## src/rtl/branch_resolver_if.sv

```systemverilog
// Branch resolver bus: fetch-side prediction enqueue, execute-side resolution,
// and the mispredict redirect / BTB update outputs.
//   pred_valid/pred_pc/pred_next -> enqueue request, pred_ready/pred_tag <- accept + tag
//   res_valid/res_tag/res_target -> actual outcome of an in-flight entry
//   flush/flush_pc/flush_src_pc  <- one-cycle redirect pulse (also BTB write)
//   mispredict_cnt               <- saturating flush counter
interface branch_resolver_if #(
    parameter int unsigned DEPTH = 8
);
    localparam int unsigned TW = $clog2(DEPTH);

    logic          pred_valid;
    logic [31:0]   pred_pc;
    logic [31:0]   pred_next;
    logic          pred_ready;
    logic [TW-1:0] pred_tag;
    logic          res_valid;
    logic [TW-1:0] res_tag;
    logic [31:0]   res_target;
    logic          flush;
    logic [31:0]   flush_pc;
    logic [31:0]   flush_src_pc;
    logic [15:0]   mispredict_cnt;

    // Pipeline side (fetch + execute)
    modport master (
        output pred_valid, pred_pc, pred_next, res_valid, res_tag, res_target,
        input  pred_ready, pred_tag, flush, flush_pc, flush_src_pc, mispredict_cnt
    );

    // Resolver side
    modport slave (
        input  pred_valid, pred_pc, pred_next, res_valid, res_tag, res_target,
        output pred_ready, pred_tag, flush, flush_pc, flush_src_pc, mispredict_cnt
    );
endinterface

```

## src/rtl/branch_resolver.sv

```systemverilog
// In-order branch resolution queue. Fetch enqueues predicted control-flow
// instructions at the tail; execute resolves them out of order by tag; the
// head retires in program order. A wrong prediction at retire raises a
// one-cycle flush with the redirect PC and the source PC for BTB update,
// clears the queue and spends two cycles (FLUSH, RECOVER) refusing traffic.
// Ports: clk, rst_n (async active-low), bus (branch_resolver_if.slave).
module branch_resolver #(
    parameter int unsigned DEPTH = 8
) (
    input  logic                clk,
    input  logic                rst_n,
    branch_resolver_if.slave    bus
);
    localparam int unsigned TW = $clog2(DEPTH);
    localparam int unsigned CW = TW + 1;

    localparam logic [1:0] ST_RUN     = 2'd0;
    localparam logic [1:0] ST_FLUSH   = 2'd1;
    localparam logic [1:0] ST_RECOVER = 2'd2;

    logic [1:0]    state_q, state_d;
    logic [TW-1:0] head_q, tail_q;
    logic [CW-1:0] count_q;
    logic [DEPTH-1:0] valid_q, resolved_q;
    logic [31:0]   pc_q     [DEPTH];
    logic [31:0]   pnext_q  [DEPTH];
    logic [31:0]   actual_q [DEPTH];

    logic          flush_q;
    logic [31:0]   flush_pc_q, flush_src_pc_q;
    logic [15:0]   mis_cnt_q;

    logic          ready;
    logic          do_enq, do_res, do_retire, mispredict;

    // Acceptance depends only on registered state, so a full queue cannot
    // take an entry in the cycle that retires one.
    assign ready = (state_q == ST_RUN) && (count_q < CW'(DEPTH));

    // Next-state and per-cycle control decode
    always_comb begin
        state_d    = state_q;
        do_enq     = 1'b0;
        do_res     = 1'b0;
        do_retire  = 1'b0;
        mispredict = 1'b0;
        case (state_q)
            ST_RUN: begin
                do_enq = bus.pred_valid && ready;
                do_res = bus.res_valid && valid_q[bus.res_tag];
                if (valid_q[head_q] && resolved_q[head_q]) begin
                    do_retire = 1'b1;
                    if (actual_q[head_q] != pnext_q[head_q]) begin
                        mispredict = 1'b1;
                        state_d    = ST_FLUSH;
                    end
                end
            end
            ST_FLUSH:   state_d = ST_RECOVER;
            ST_RECOVER: state_d = ST_RUN;
            default:    state_d = ST_RUN;
        endcase
    end

    // Control state; a mispredict overrides any same-cycle enqueue/resolve
    always_ff @(posedge clk or negedge rst_n) begin
        if (!rst_n) begin
            state_q        <= ST_RUN;
            head_q         <= '0;
            tail_q         <= '0;
            count_q        <= '0;
            valid_q        <= '0;
            resolved_q     <= '0;
            flush_q        <= 1'b0;
            flush_pc_q     <= '0;
            flush_src_pc_q <= '0;
            mis_cnt_q      <= '0;
        end else begin
            state_q <= state_d;
            flush_q <= mispredict;
            if (mispredict) begin
                head_q         <= '0;
                tail_q         <= '0;
                count_q        <= '0;
                valid_q        <= '0;
                resolved_q     <= '0;
                flush_pc_q     <= actual_q[head_q];
                flush_src_pc_q <= pc_q[head_q];
                if (mis_cnt_q != 16'hFFFF) begin
                    mis_cnt_q <= mis_cnt_q + 16'd1;
                end
            end else begin
                if (do_res) begin
                    resolved_q[bus.res_tag] <= 1'b1;
                end
                // Retire clears after resolve so a late repeat resolve of the head is dropped
                if (do_retire) begin
                    valid_q[head_q]    <= 1'b0;
                    resolved_q[head_q] <= 1'b0;
                    head_q             <= head_q + TW'(1);
                end
                if (do_enq) begin
                    valid_q[tail_q]    <= 1'b1;
                    resolved_q[tail_q] <= 1'b0;
                    tail_q             <= tail_q + TW'(1);
                end
                count_q <= count_q + CW'(do_enq) - CW'(do_retire);
            end
        end
    end

    // Entry payload; qualified by valid_q so it needs no reset
    always_ff @(posedge clk) begin
        if (do_enq) begin
            pc_q[tail_q]    <= bus.pred_pc;
            pnext_q[tail_q] <= bus.pred_next;
        end
        if (do_res) begin
            actual_q[bus.res_tag] <= bus.res_target;
        end
    end

    assign bus.pred_ready     = ready;
    assign bus.pred_tag       = tail_q;
    assign bus.flush          = flush_q;
    assign bus.flush_pc       = flush_pc_q;
    assign bus.flush_src_pc   = flush_src_pc_q;
    assign bus.mispredict_cnt = mis_cnt_q;
endmodule

```

## src/flat_wrapper.sv

```systemverilog
// flat-port wrapper written by rule: the top's interface ports become plain ports
module branch_resolver_flat 
#(
    parameter int unsigned DEPTH = 8
)
  (clk, rst_n, bus_pred_valid, bus_pred_pc, bus_pred_next, bus_res_valid, bus_res_tag, bus_res_target, bus_pred_ready, bus_pred_tag, bus_flush, bus_flush_pc, bus_flush_src_pc, bus_mispredict_cnt);
  branch_resolver_if #(.DEPTH(DEPTH)) bus_i ();
  input  logic clk;
  input  logic rst_n;
  input wire logic [$bits(bus_i.pred_valid)-1:0] bus_pred_valid;
  input wire logic [$bits(bus_i.pred_pc)-1:0] bus_pred_pc;
  input wire logic [$bits(bus_i.pred_next)-1:0] bus_pred_next;
  input wire logic [$bits(bus_i.res_valid)-1:0] bus_res_valid;
  input wire logic [$bits(bus_i.res_tag)-1:0] bus_res_tag;
  input wire logic [$bits(bus_i.res_target)-1:0] bus_res_target;
  output wire logic [$bits(bus_i.pred_ready)-1:0] bus_pred_ready;
  output wire logic [$bits(bus_i.pred_tag)-1:0] bus_pred_tag;
  output wire logic [$bits(bus_i.flush)-1:0] bus_flush;
  output wire logic [$bits(bus_i.flush_pc)-1:0] bus_flush_pc;
  output wire logic [$bits(bus_i.flush_src_pc)-1:0] bus_flush_src_pc;
  output wire logic [$bits(bus_i.mispredict_cnt)-1:0] bus_mispredict_cnt;
  assign bus_i.pred_valid = bus_pred_valid;
  assign bus_i.pred_pc = bus_pred_pc;
  assign bus_i.pred_next = bus_pred_next;
  assign bus_i.res_valid = bus_res_valid;
  assign bus_i.res_tag = bus_res_tag;
  assign bus_i.res_target = bus_res_target;
  assign bus_pred_ready = bus_i.pred_ready;
  assign bus_pred_tag = bus_i.pred_tag;
  assign bus_flush = bus_i.flush;
  assign bus_flush_pc = bus_i.flush_pc;
  assign bus_flush_src_pc = bus_i.flush_src_pc;
  assign bus_mispredict_cnt = bus_i.mispredict_cnt;
  branch_resolver #(.DEPTH(DEPTH)) u_core (.clk(clk), .rst_n(rst_n), .bus(bus_i));
endmodule
```

## config.mk

```make
export PLATFORM = sky130hd
export DESIGN_NAME = branch_resolver_flat
export DESIGN_NICKNAME = d
export VERILOG_FILES = /design/src/rtl/branch_resolver_if.sv /design/src/rtl/branch_resolver.sv /design/src/flat_wrapper.sv
export SDC_FILE = /design/constraint.sdc
export NUM_CORES = 1
export LEC_CHECK = 0
export CORE_ASPECT_RATIO = 0.8
export CORE_MARGIN = 2
export CORE_UTILIZATION = 45
export DETAILED_ROUTE_END_ITERATION = 12
export PLACE_DENSITY = 0.73
export SYNTH_ARGS = -nofsm -noshare
export SYNTH_HDL_FRONTEND = slang
export SYNTH_SLANG_ARGS = --single-unit
```

## constraint.sdc

```tcl
create_clock -name clk -period 9 [get_ports clk]
set_input_delay 1.8 -clock clk [delete_from_list [all_inputs] [get_ports clk]]
set_output_delay 1.8 -clock clk [all_outputs]
set_load 0.03 [all_outputs]
```

==> results of run 1 <==
[synthesized netlist by cell type (16+ instances only)]
| cell | n |
|---|---|
| edfxtp_1 | 768 |
| dfrtp_1 | 109 |
| nor2_1 | 97 |
| mux4_2 | 84 |
| a221oi_1 | 79 |
| nand2_1 | 57 |
| xnor2_1 | 53 |
| a22o_1 | 52 |
| mux2i_1 | 47 |
| a31oi_1 | 39 |
| a21oi_1 | 38 |
| buf_2 | 36 |
| mux2_2 | 35 |
| clkbuf_1 | 34 |
| xor2_1 | 31 |
| a22oi_1 | 20 |
| o21ai_0 | 19 |
| nand3_1 | 18 |
| mux2_1 | 17 |
| nor3_1 | 16 |
[logic make-up (layout without fill, tap and decap cells)]
logic type | after synthesis | in the layout
DFF | 877 | 877
AOI/OAI and AO/OA | 328 | 328
and+or+nand+nor | 247 | 247
muxes | 183 | 183
buffers and inverters | 116 | 404
xor gates and xnor gates | 84 | 84
adders and majority gates | 8 | 8
other | 0 | 4
[through the flow]
| step | hold WS (ns) | setup slack [ns] | util [%] | power (uW) | instance area, um2 |
|---|---|---|---|---|---|
| 3_5_place_dp | 0.486 | 3.49 | 49.3 | 4610 | 37000 |
| 4_1_cts | 0.500 | 3.43 | 53.2 | 8220 | 39900 |
| 2_1_floorplan | 0.448 | 1.59 | - | 4510 | 33900 |
| 6_report | 0.491 | 3.35 | 53.2 | 8180 | 39900 |
| 5_1_grt | 0.513 | 3.16 | 53.2 | 8390 | 39900 |
| 3_3_place_gp | 0.477 | 3.61 | 49.3 | 4600 | 37000 |
[cell type report]
class                      count  share of cell area, %
antenna                        4                 0.0251
clock buffer                 126                   6.12
clock inverter                35                   1.17
inverter                      14                  0.132
multi-input combinational    850                   19.2
sequential                   877                   64.7
tap                         1012                   3.17
timing repair buffer         229                   5.51
[power by group through the flow]
stage / clock, uW / combinational [uW] / sequential (uW)
finish: 3660 / 101 / 4420
global route: 3860 / 110 / 4420
CTS: 3700 / 101 / 4420
detailed placement: 0 / 101 / 4510
global placement: 0 / 94.7 / 4510
floorplan: 0 / 1.80 / 4510
[routing by layer]
metal	GRT usage, %	vias up	share of wire, %
met5	0	-	0.16
met4	7.56	22	2.9
met3	6.08	190	9.6
met2	34.2	1017	47
met1	30.0	9580	40
li1	-	7875	-
[registers in the layout, summed over array words and instances, names as in the netlist, 4 cells and up]
| register | flops |
|---|---|
| u_core.pc_q | 256 |
| u_core.actual_q | 256 |
| u_core.bus.mispredict_cnt | 16 |
| u_core.bus.flush_src_pc | 32 |
| u_core.valid_q | 8 |
| u_core.count_q | 4 |
| u_core.resolved_q | 8 |
| u_core.pnext_q | 256 |
| u_core.bus.flush_pc | 32 |
[cells in the final DEF, fill, tap and decap left out, drive strengths merged, types with 10 or more instances in the layout]
master and instances:
edfxtp 768, clkdlybuf4s50 186, clkbuf 126, dfrtp 109, nor2 98, mux4 84, a221oi 79, nand2 58
xnor2 53, a22o 52, mux2 52, a21oi 48, mux2i 47, buf 43, a31oi 39, xor2 31
o21ai 29, clkinv 23, a22oi 20, nor3 19, nand3 18, inv 17, o211ai 11, a221o 11
nand4 10
[worst max-delay path: stages, from the launching register on]
cell and delay, ns:
dfrtp_4 0.95, buf_4 0.88, nor3b_4 0.39, buf_4 0.51, a221o_1 0.24, a221oi_1 0.06
a2111o_1 0.62, inv_1 0.54, ha_1 0.34, inv_1 0.06, ha_1 0.19, fa_1 0.42
nor2b_1 0.14
[final timing paths]
kind                                                               from                                 endpoint  slack [ns]  cells past startpoint
worst min-delay path            u_core.bus.flush_src_pc[12]$_DFFE_PN0P_  u_core.bus.flush_src_pc[12]$_DFFE_PN0P_        0.49                      1
max in group asynchronous                                         rst_n             u_core.head_q[1]$_DFFE_PN0P_        6.11                      2
worst min register to register  u_core.bus.flush_src_pc[12]$_DFFE_PN0P_  u_core.bus.flush_src_pc[12]$_DFFE_PN0P_        0.49                      1
min in group asynchronous                                         rst_n      u_core.bus.flush_pc[26]$_DFFE_PN0P_        1.27                      1
worst max register to register             u_core.head_q[2]$_DFFE_PN0P_              u_core.count_q[1]$_DFF_PN0_        3.35                     12
worst max-delay path                       u_core.head_q[2]$_DFFE_PN0P_              u_core.count_q[1]$_DFF_PN0_        3.35                     12
==> out/metrics.yaml, run 1 <==
synth.top_cell.area_share_pct: 67.9
die_area_um2: 77700
powerDensity_nw_per_um2: 205
synth_compound_area_share_pct: 7.45
clk_path_buf_depth: 3
row_count: 90
ys_seq_elements: 877
wirelength_um: 85600
ant_nets: 0
io_pins: 188
drv_slew: 0
synth_top_cell_by_area: "edfxtp_1"
multi_input_area_um2: 7660
grt_antenna_before_repair: 17
seq_power_share_pct: 54.1
required_ns: 9.46
clock_sinks: 877
cts_hold_buf: 0
rsz0062_at_grt: "no"
worst_slew_pin_slew_ns: 1.09
io_buffers: 187
synth_fa_ha_area_share_pct: 0.317
final_net_count: 2169
cp-end-kind: "register"
grt_use_total_pct: 22.0
crit_type: "register to register"
grt_max_degree: 100
clk_latency_ns: 0.66
finalSetupTns_ns: 0
async_flop_share_pct: 12.4
syn_area_per_cell_um2: 18.4
fin_crit_sh_pct: 62.7
viasPerCell: 5.94
post_cts_buffers: 0
syn-num-nets: 1954
critPathArrivalTime_ns: 6.11
p_clk_share_pct: 44.7
cts-root-buf: "clkbuf_16"
vias: 18700
fmax_mhz: 177
synthCells: 1843
synth_edf_count: 768
seqCellArea_um2: 25800
switching_share_pct: 19.4
path_clk_slew_ns: 0.06
first_pass_iters: 6
cts-htree-levels: 3
yosysSeqAreaShare_pct: 76.0
cts_tree: "done"
relSlewSlack_pct: 26.8
p_leak_uw: 0.0131
dp_cells: 2982
final_cells: 3147
ys_top_cells_by_area: "edfxtp_1 68%, dfrtp_1 8.0%, mux4_2 5.6%"
synth_top_family_by_area: "multiplexers"
nFillCells: 5736
crit_fanout: 67
max-cap-violations: 0
grt_pass1_wl_um: 125000
drc_errors: 0
hp-class: "register to register"
min_period_ns: 5.65
postCtsResizedCells: 0
status: "finished, final reports clean"
internal-power_uw: 6600
final_hold_viol_count: 0
dpl.hpwl_um: 48500
die_x_um: 311
cts_buffers: 86
synth.distinct_cells: 72
cp-start-kind: "register"
routedWlPerCell_um: 27.2
p_comb_share_pct: 1.2
gp_congestion: 0.849
ir_drop_mv: 0.189
die_h_um: 250
synth_ff_type: "edfxtp_1"
setup-violations-final: 0
drtIter0Drc: 2320
synth_xor_area_share_pct: 2.17
synth_warnings: 0
power.switching_uw: 1580
synth-simple-area-share_pct: 3.53
core_area_um2: 75000
syn_to_final_growth_pct: 17.5
drive_above_1_share_pct: 16.4
grt_pass1_vias: 18900
initial_core_util_pct: 45.3
synthMuxAreaShare_pct: 8.69
overflow: 0
finClkSkew_ns: 0.0728
syn_area_um2: 33900
Power figures use the tool's default switching activity.
==> run 2, diff against run 1 <==
==> constraint.sdc (replaced) <==
create_clock -name clk -period 5.35 [get_ports clk]
set_input_delay 1.07 -clock clk [delete_from_list [all_inputs] [get_ports clk]]
set_output_delay 1.07 -clock clk [all_outputs]
set_load 0.03 [all_outputs]
==> run 2 against run 1 <==
  * Clock power rose by 60%
  * Flip-flop and latch count did not move
  * Sequential power grew 68%
  * Clock skew is 0.020 ns lower
  * Utilization rose by 0.16 points
  * First-iteration DRC count is 4.0% lower
  * Wire length shrank 0.61%
  * Clock-buffer cell count shrank 2
  * Die area did not move
  * Non-clock buffer count increased by 25
==> out/metrics.yaml, run 2 (synthesis results as in run 1) <==
io_pins: 188  # unchanged
vias: 18700  # +0.29%
row_count: 90  # unchanged
ant_nets: 0  # unchanged
die_h_um: 250  # unchanged
crit_fanout: 51  # -24%
hp-class: "primary input to async pin"
p_clk_share_pct: 43.4  # -1.3 points
nFillCells: 5750  # +0.24%
min_period_ns: 4.64  # -1.01 ns
critPathArrivalTime_ns: 5.14  # -0.97 ns
drive_above_1_share_pct: 16.9  # +0.51 points
finalSetupTns_ns: 0  # unchanged
cpPeakStageDelay_ns: 0.95  # about the same
switching_share_pct: 19.8  # +0.41 points
cts_tree: "done"
relSlewSlack_pct: 28.6  # +1.7 points
drtIter0Drc: 2227  # -4.0%
cts_buffers: 86  # unchanged
fin_crit_sh_pct: 86.6  # +24 points
p_leak_uw: 0.0132  # +0.40%
busiest_layer: "met2"
first_pass_iters: 5  # -1
powerDensity_nw_per_um2: 336  # +64%
crit_type: "register to register"
grt_pass1_vias: 18900  # -0.22%
grt_pass1_wl_um: 125000  # -0.37%
grtUsageMet3_pct: 5.84  # -0.24 points
routedWlPerCell_um: 26.8  # -1.4%
viasPerCell: 5.91  # -0.50%
drv_slew: 0  # unchanged
grtUsageMet1_pct: 29.6  # -0.41 points
clk_latency_ns: 0.67  # about the same
cts-root-buf: "clkbuf_16"
rsz0062_at_grt: "no"
setup-violations-final: 0  # unchanged
grt_use_total_pct: 21.7  # -0.32 points
postCtsResizedCells: 0  # unchanged
seq_power_share_pct: 55.3  # +1.2 points
cp-end-kind: "register"
path_clk_slew_ns: 0.06  # about the same
final_net_count: 2194  # +1.2%
wirelength_um: 85100  # -0.61%
most-common-layout-cells: "768 x edfxtp_1, 186 x clkdlybuf4s50_1, 106 x dfrtp_1, 87 x clkbuf_16, 85 x nor2_1"
dpl.hpwl_um: 50300  # +3.6%
top_regs: "u_core.actual_q x256, u_core.pc_q x256, u_core.pnext_q x256"
cts_hold_buf: 0  # unchanged
cp_slowest_cell: "nor3b_4"
final_hold_viol_count: 0  # unchanged
clock_sinks: 877  # unchanged
finClkSkew_ns: 0.0530  # -0.0198 ns
die_x_um: 311  # unchanged
ir_drop_mv: 0.268  # +42%
core_area_um2: 75000  # unchanged
required_ns: 5.86  # -3.60 ns
p_comb_share_pct: 1.3  # about the same
io_buffers: 187  # unchanged
grtUsageMet2_pct: 34.4  # +0.17 points
post_cts_buffers: 0  # unchanged
path_cells: "nor3b_4 -> a22oi_1 -> a2111oi_1 -> nand3_1 -> nor3_2 -> a21oi_4 -> buf_12 -> nand4_1 -> mux2_1"
cts-htree-levels: 3  # unchanged
internal-power_uw: 10800  # +64%
worst_slew_pin_slew_ns: 1.07  # -0.0255 ns
initial_core_util_pct: 45.3  # unchanged
grt_max_degree: 89  # -11%
max-cap-violations: 0  # unchanged
status: "finished, final reports clean"
gp_congestion: 0.871  # +2.6%
final_common_cell: "edfxtp_1"
syn_to_final_growth_pct: 17.9
clk_path_buf_depth: 3  # unchanged
power.switching_uw: 2660  # +68%
holdWs_ns: 0.477  # -0.0139 ns
fmax_mhz: 216  # +22%
cp-start-kind: "register"
drc_errors: 0  # unchanged
grt_antenna_before_repair: 12  # -5
die_area_um2: 77700  # unchanged
overflow: 0  # unchanged
run 2: cell types whose count changed in the layout (fill, tap and decap cells not counted), sizes merged:
cell,change
clkbuf,-2
buf,+25
clkinvlp,+1
clkinv,+8
bufinv,-5
inv,-2
run 2: metrics by stage:
| stage | total power (uW) | cells | instance area [um2] | setup slack, ns | util (%) |
|---|---|---|---|---|---|
| final | 13500 | 3172 | 40000 | 0.715 | 53.4 |
| after global routing | 13800 | 3169 | 40000 | 0.695 | 53.3 |
| after CTS | 13500 | 3168 | 40000 | 0.781 | 53.3 |
| after detailed placement | 7760 | 3007 | 37300 | 0.798 | 49.7 |
| after global placement | 7750 | 3007 | 37300 | 0.848 | 49.7 |
| after floorplan | 7590 | 1843 | 34000 | 0.283 | - |
run 2: power groups by stage:
stage	combinational [uW]	clock [uW]	sequential, uW
CTS	174	5920	7440
floorplan	3.02	0	7590
global placement	162	0	7580
global route	189	6170	7440
detailed placement	174	0	7580
finish	174	5850	7440
run 2: path summary, 6_finish.rpt:
path / end / cells past startpoint / slack [ns] / startpoint
worst max-delay path: u_core.bus.mispredict_cnt[14]$_DFFE_PN0P_ / 9 / 0.71 / u_core.head_q[2]$_DFFE_PN0P_
worst min-delay path: u_core.bus.flush_pc[22]$_DFFE_PN0P_ / 1 / 0.48 / rst_n
worst max register to register: u_core.bus.mispredict_cnt[14]$_DFFE_PN0P_ / 9 / 0.71 / u_core.head_q[2]$_DFFE_PN0P_
worst min register to register: u_core.bus.flush_pc[5]$_DFFE_PN0P_ / 1 / 0.49 / u_core.bus.flush_pc[5]$_DFFE_PN0P_
max in group asynchronous: u_core.bus.pred_tag[1]$_DFFE_PN0P_ / 2 / 3.78 / rst_n
min in group clk: u_core.bus.flush_pc[5]$_DFFE_PN0P_ / 1 / 0.49 / u_core.bus.flush_pc[5]$_DFFE_PN0P_
run 2: layout make-up:
| cell class | count | area, um2 | area share [%] |
|---|---|---|---|
| Clock buffer | 124 | 2400 | 5.99 |
| Antenna cell | 4 | 10.0 | 0.0250 |
| Multi-Input combinational cell | 850 | 7670 | 19.2 |
| Clock inverter | 37 | 353 | 0.882 |
| Timing Repair Buffer | 254 | 2470 | 6.18 |
| Tap cell | 1012 | 1270 | 3.16 |
| Sequential cell | 877 | 25800 | 64.5 |
| Inverter | 14 | 52.6 | 0.131 |
run 2: per-layer routing:
metal / vias to the layer above / routed length (um)
li1: 7926 / -
met1: 9648 / 33700
met2: 979 / 40800
met3: 167 / 8510
met4: 18 / 2010
met5: - / 112
run 2: critical path: cells and delay by family, from the launching register on:
| family | cells | cell delay [ns] |
|---|---|---|
| AO/OA/AOI/OAI | 3 | 1.39 |
| flip-flops | 1 | 0.88 |
| multiplexers | 1 | 0.32 |
| AND/OR/NAND/NOR | 4 | 1.64 |
| buffers and inverters | 1 | 0.22 |
==> run 3, diff against run 2 <==
--- a/config.mk
+++ b/config.mk
@@ -9,6 +9,7 @@
 export CORE_MARGIN = 2
 export CORE_UTILIZATION = 45
 export DETAILED_ROUTE_END_ITERATION = 12
+export MAX_ROUTING_LAYER = met4
 export PLACE_DENSITY = 0.73
 export SYNTH_ARGS = -nofsm -noshare
 export SYNTH_HDL_FRONTEND = slang
==> run 3 against run 2 <==
  * Sequential power hardly changed
  * Hold slack better by 0.0090 ns
  * Clock skew is 0.0015 ns lower
  * Critical path depth stayed put
  * First-iteration DRC count is 4.2% higher
  * Register-to-register slack hardly changed
  * Cell area hardly changed
  * Non-clock buffer count stayed put
  * Highest routed layer is now met4
==> out/metrics.yaml, run 3 (synthesis results as in run 1) <==
io_buffers: 187  # unchanged
cpPeakStageDelay_ns: 0.95  # about the same
grt_pass1_vias: 18900  # -0.058%
clk_path_buf_depth: 3  # unchanged
required_ns: 5.86  # about the same
row_count: 90  # unchanged
die_area_um2: 77700  # unchanged
rsz0062_at_grt: "no"
cts_tree: "done"
viasPerCell: 5.87  # -0.63%
path_clk_slew_ns: 0.06  # about the same
fmax_mhz: 216  # +0.10%
finalSetupTns_ns: 0  # unchanged
p_leak_uw: 0.0132  # about the same
die_h_um: 250  # unchanged
startpoint: "u_core.head_q[2]$_DFFE_PN0P_"
cts-root-buf: "clkbuf_16"
cp-end-kind: "register"
gp_congestion: 0.885  # +1.7%
finClkSkew_ns: 0.0515  # -0.00148 ns
worst_slew_pin_slew_ns: 1.10  # +0.0328 ns
finalWorstSetupSlack_ns: 0.720  # +0.00481 ns
crit_type: "register to register"
most-common-layout-cells: "768 x edfxtp_1, 186 x clkdlybuf4s50_1, 106 x dfrtp_1, 87 x clkbuf_16, 85 x nor2_1"
syn_to_final_growth_pct: 18.0  # about the same
cp_top_family: "simple AND/OR/NAND/NOR gates"
cts_hold_buf: 0  # unchanged
first_pass_iters: 5  # unchanged
relSlewSlack_pct: 26.4  # -2.2 points
endpoint: "u_core.bus.mispredict_cnt[14]$_DFFE_PN0P_"
grt_antenna_before_repair: 13  # +1
ir_drop_mv: 0.267  # -0.56%
setup-violations-final: 0  # unchanged
overflow: 0  # unchanged
place_worst_setup_slack_ns: 0.798  # unchanged
r2r-start: "u_core.head_q[2]$_DFFE_PN0P_"
io_pins: 188  # unchanged
clock_sinks: 877  # unchanged
cp_slowest_cell: "nor3b_4"
r2r_setup_slack_ns: 0.72  # about the same
fin_crit_sh_pct: 86.6  # -0.090 points
min_period_ns: 4.63  # -0.00481 ns
top_layer: "met4"
holdWs_ns: 0.486  # +0.00899 ns
status: "finished, final reports clean"
met1_length_um: 34500  # +2.2%
final_net_count: 2194  # unchanged
drc_errors: 0  # unchanged
route.met2.wl_um: 40700  # -0.16%
rr_worst_depth: 9  # unchanged
initial_core_util_pct: 45.3  # unchanged
grt_max_degree: 89  # unchanged
ant_nets: 0  # unchanged
vias: 18700  # -0.31%
postCtsResizedCells: 0  # unchanged
max-cap-violations: 0  # unchanged
grt_use_total_pct: 22.3  # +0.69 points
die_x_um: 311  # unchanged
grt_pass1_wl_um: 125000  # about the same
path_depth: 9  # unchanged
path_buf_inv: 1  # unchanged
post_cts_buffers: 0  # unchanged
wl_met3_um: 8110  # -4.6%
cts-htree-levels: 3  # unchanged
powerDensity_nw_per_um2: 336  # about the same
crit_fanout: 51  # unchanged
routedWlPerCell_um: 26.8  # -0.30%
cp-start-kind: "register"
wirelength_um: 85100  # about the same
critPathArrivalTime_ns: 5.14  # about the same
clk_latency_ns: 0.67  # about the same
drv_slew: 0  # unchanged
finalPower_uw: 13500  # about the same
drtIter0Drc: 2320  # +4.2%
core_area_um2: 75000  # unchanged
hp-class: "primary input to async pin"
dpl.hpwl_um: 50300  # unchanged
cts_buffers: 86  # unchanged
final_hold_viol_count: 0  # unchanged
drive_above_1_share_pct: 16.9  # unchanged
top_regs: "u_core.actual_q x256, u_core.pc_q x256, u_core.pnext_q x256"
path_cells: "nor3b_4 -> a22oi_1 -> a2111oi_1 -> nand3_1 -> nor3_2 -> a21oi_4 -> buf_12 -> nand4_1 -> mux2_1"
r2r-end: "u_core.bus.mispredict_cnt[14]$_DFFE_PN0P_"
final_common_cell: "edfxtp_1"
-- run 3: cell types whose count changed in the layout (fill, tap and decap cells not counted), sizes merged --
cell   change
diode     +10
-- run 3: layout make-up --
cell class                 count  area, um2
timing repair buffer         254       2470
inverter                      14       52.6
antenna                       14       35.0
fill                        5742      35000
sequential                   877      25800
multi-input combinational    850       7670
tap                         1012       1270
clock buffer                 124       2400
clock inverter                37        353
-- run 3: worst min path at each step --
stage                                        startpoint                                  end  slack (ns)  cells after the start
floorplan                 u_core.state_q[1]$_DFFE_PN0P_        u_core.state_q[1]$_DFFE_PN0P_        0.45                      1
global placement    u_core.bus.flush_pc[12]$_DFFE_PN0P_  u_core.bus.flush_pc[12]$_DFFE_PN0P_        0.47                      1
detailed placement   u_core.bus.flush_pc[4]$_DFFE_PN0P_   u_core.bus.flush_pc[4]$_DFFE_PN0P_        0.48                      1
CTS                  u_core.bus.flush_pc[5]$_DFFE_PN0P_   u_core.bus.flush_pc[5]$_DFFE_PN0P_        0.50                      1
global route        u_core.bus.flush_pc[27]$_DFFE_PN0P_  u_core.bus.flush_pc[27]$_DFFE_PN0P_        0.51                      1
finish                                            rst_n  u_core.bus.flush_pc[22]$_DFFE_PN0P_        0.49                      1
-- run 3: metrics by stage --
stage	cell area [um2]	util (%)	instances
after floorplan	34000	-	1843
after global placement	37300	49.7	3007
after detailed placement	37300	49.7	3007
after CTS	40000	53.3	3168
after global routing	40000	53.4	3181
final	40000	53.4	3182
-- run 3: report_power, final --
group	switching [uW]	internal, uW	leakage [uW]	total (uW)
Combinational	107	67.9	0.00341	175
Sequential	0	7440	0.00841	7440
Clock	2550	3290	0.00133	5850
-- run 3: routing by layer --
metal,vias to the layer above,global-route usage [%]
li1,7945,-
met2,888,34.4
met5,-,-
met1,9705,29.6
met4,0,6.06
met3,141,5.84
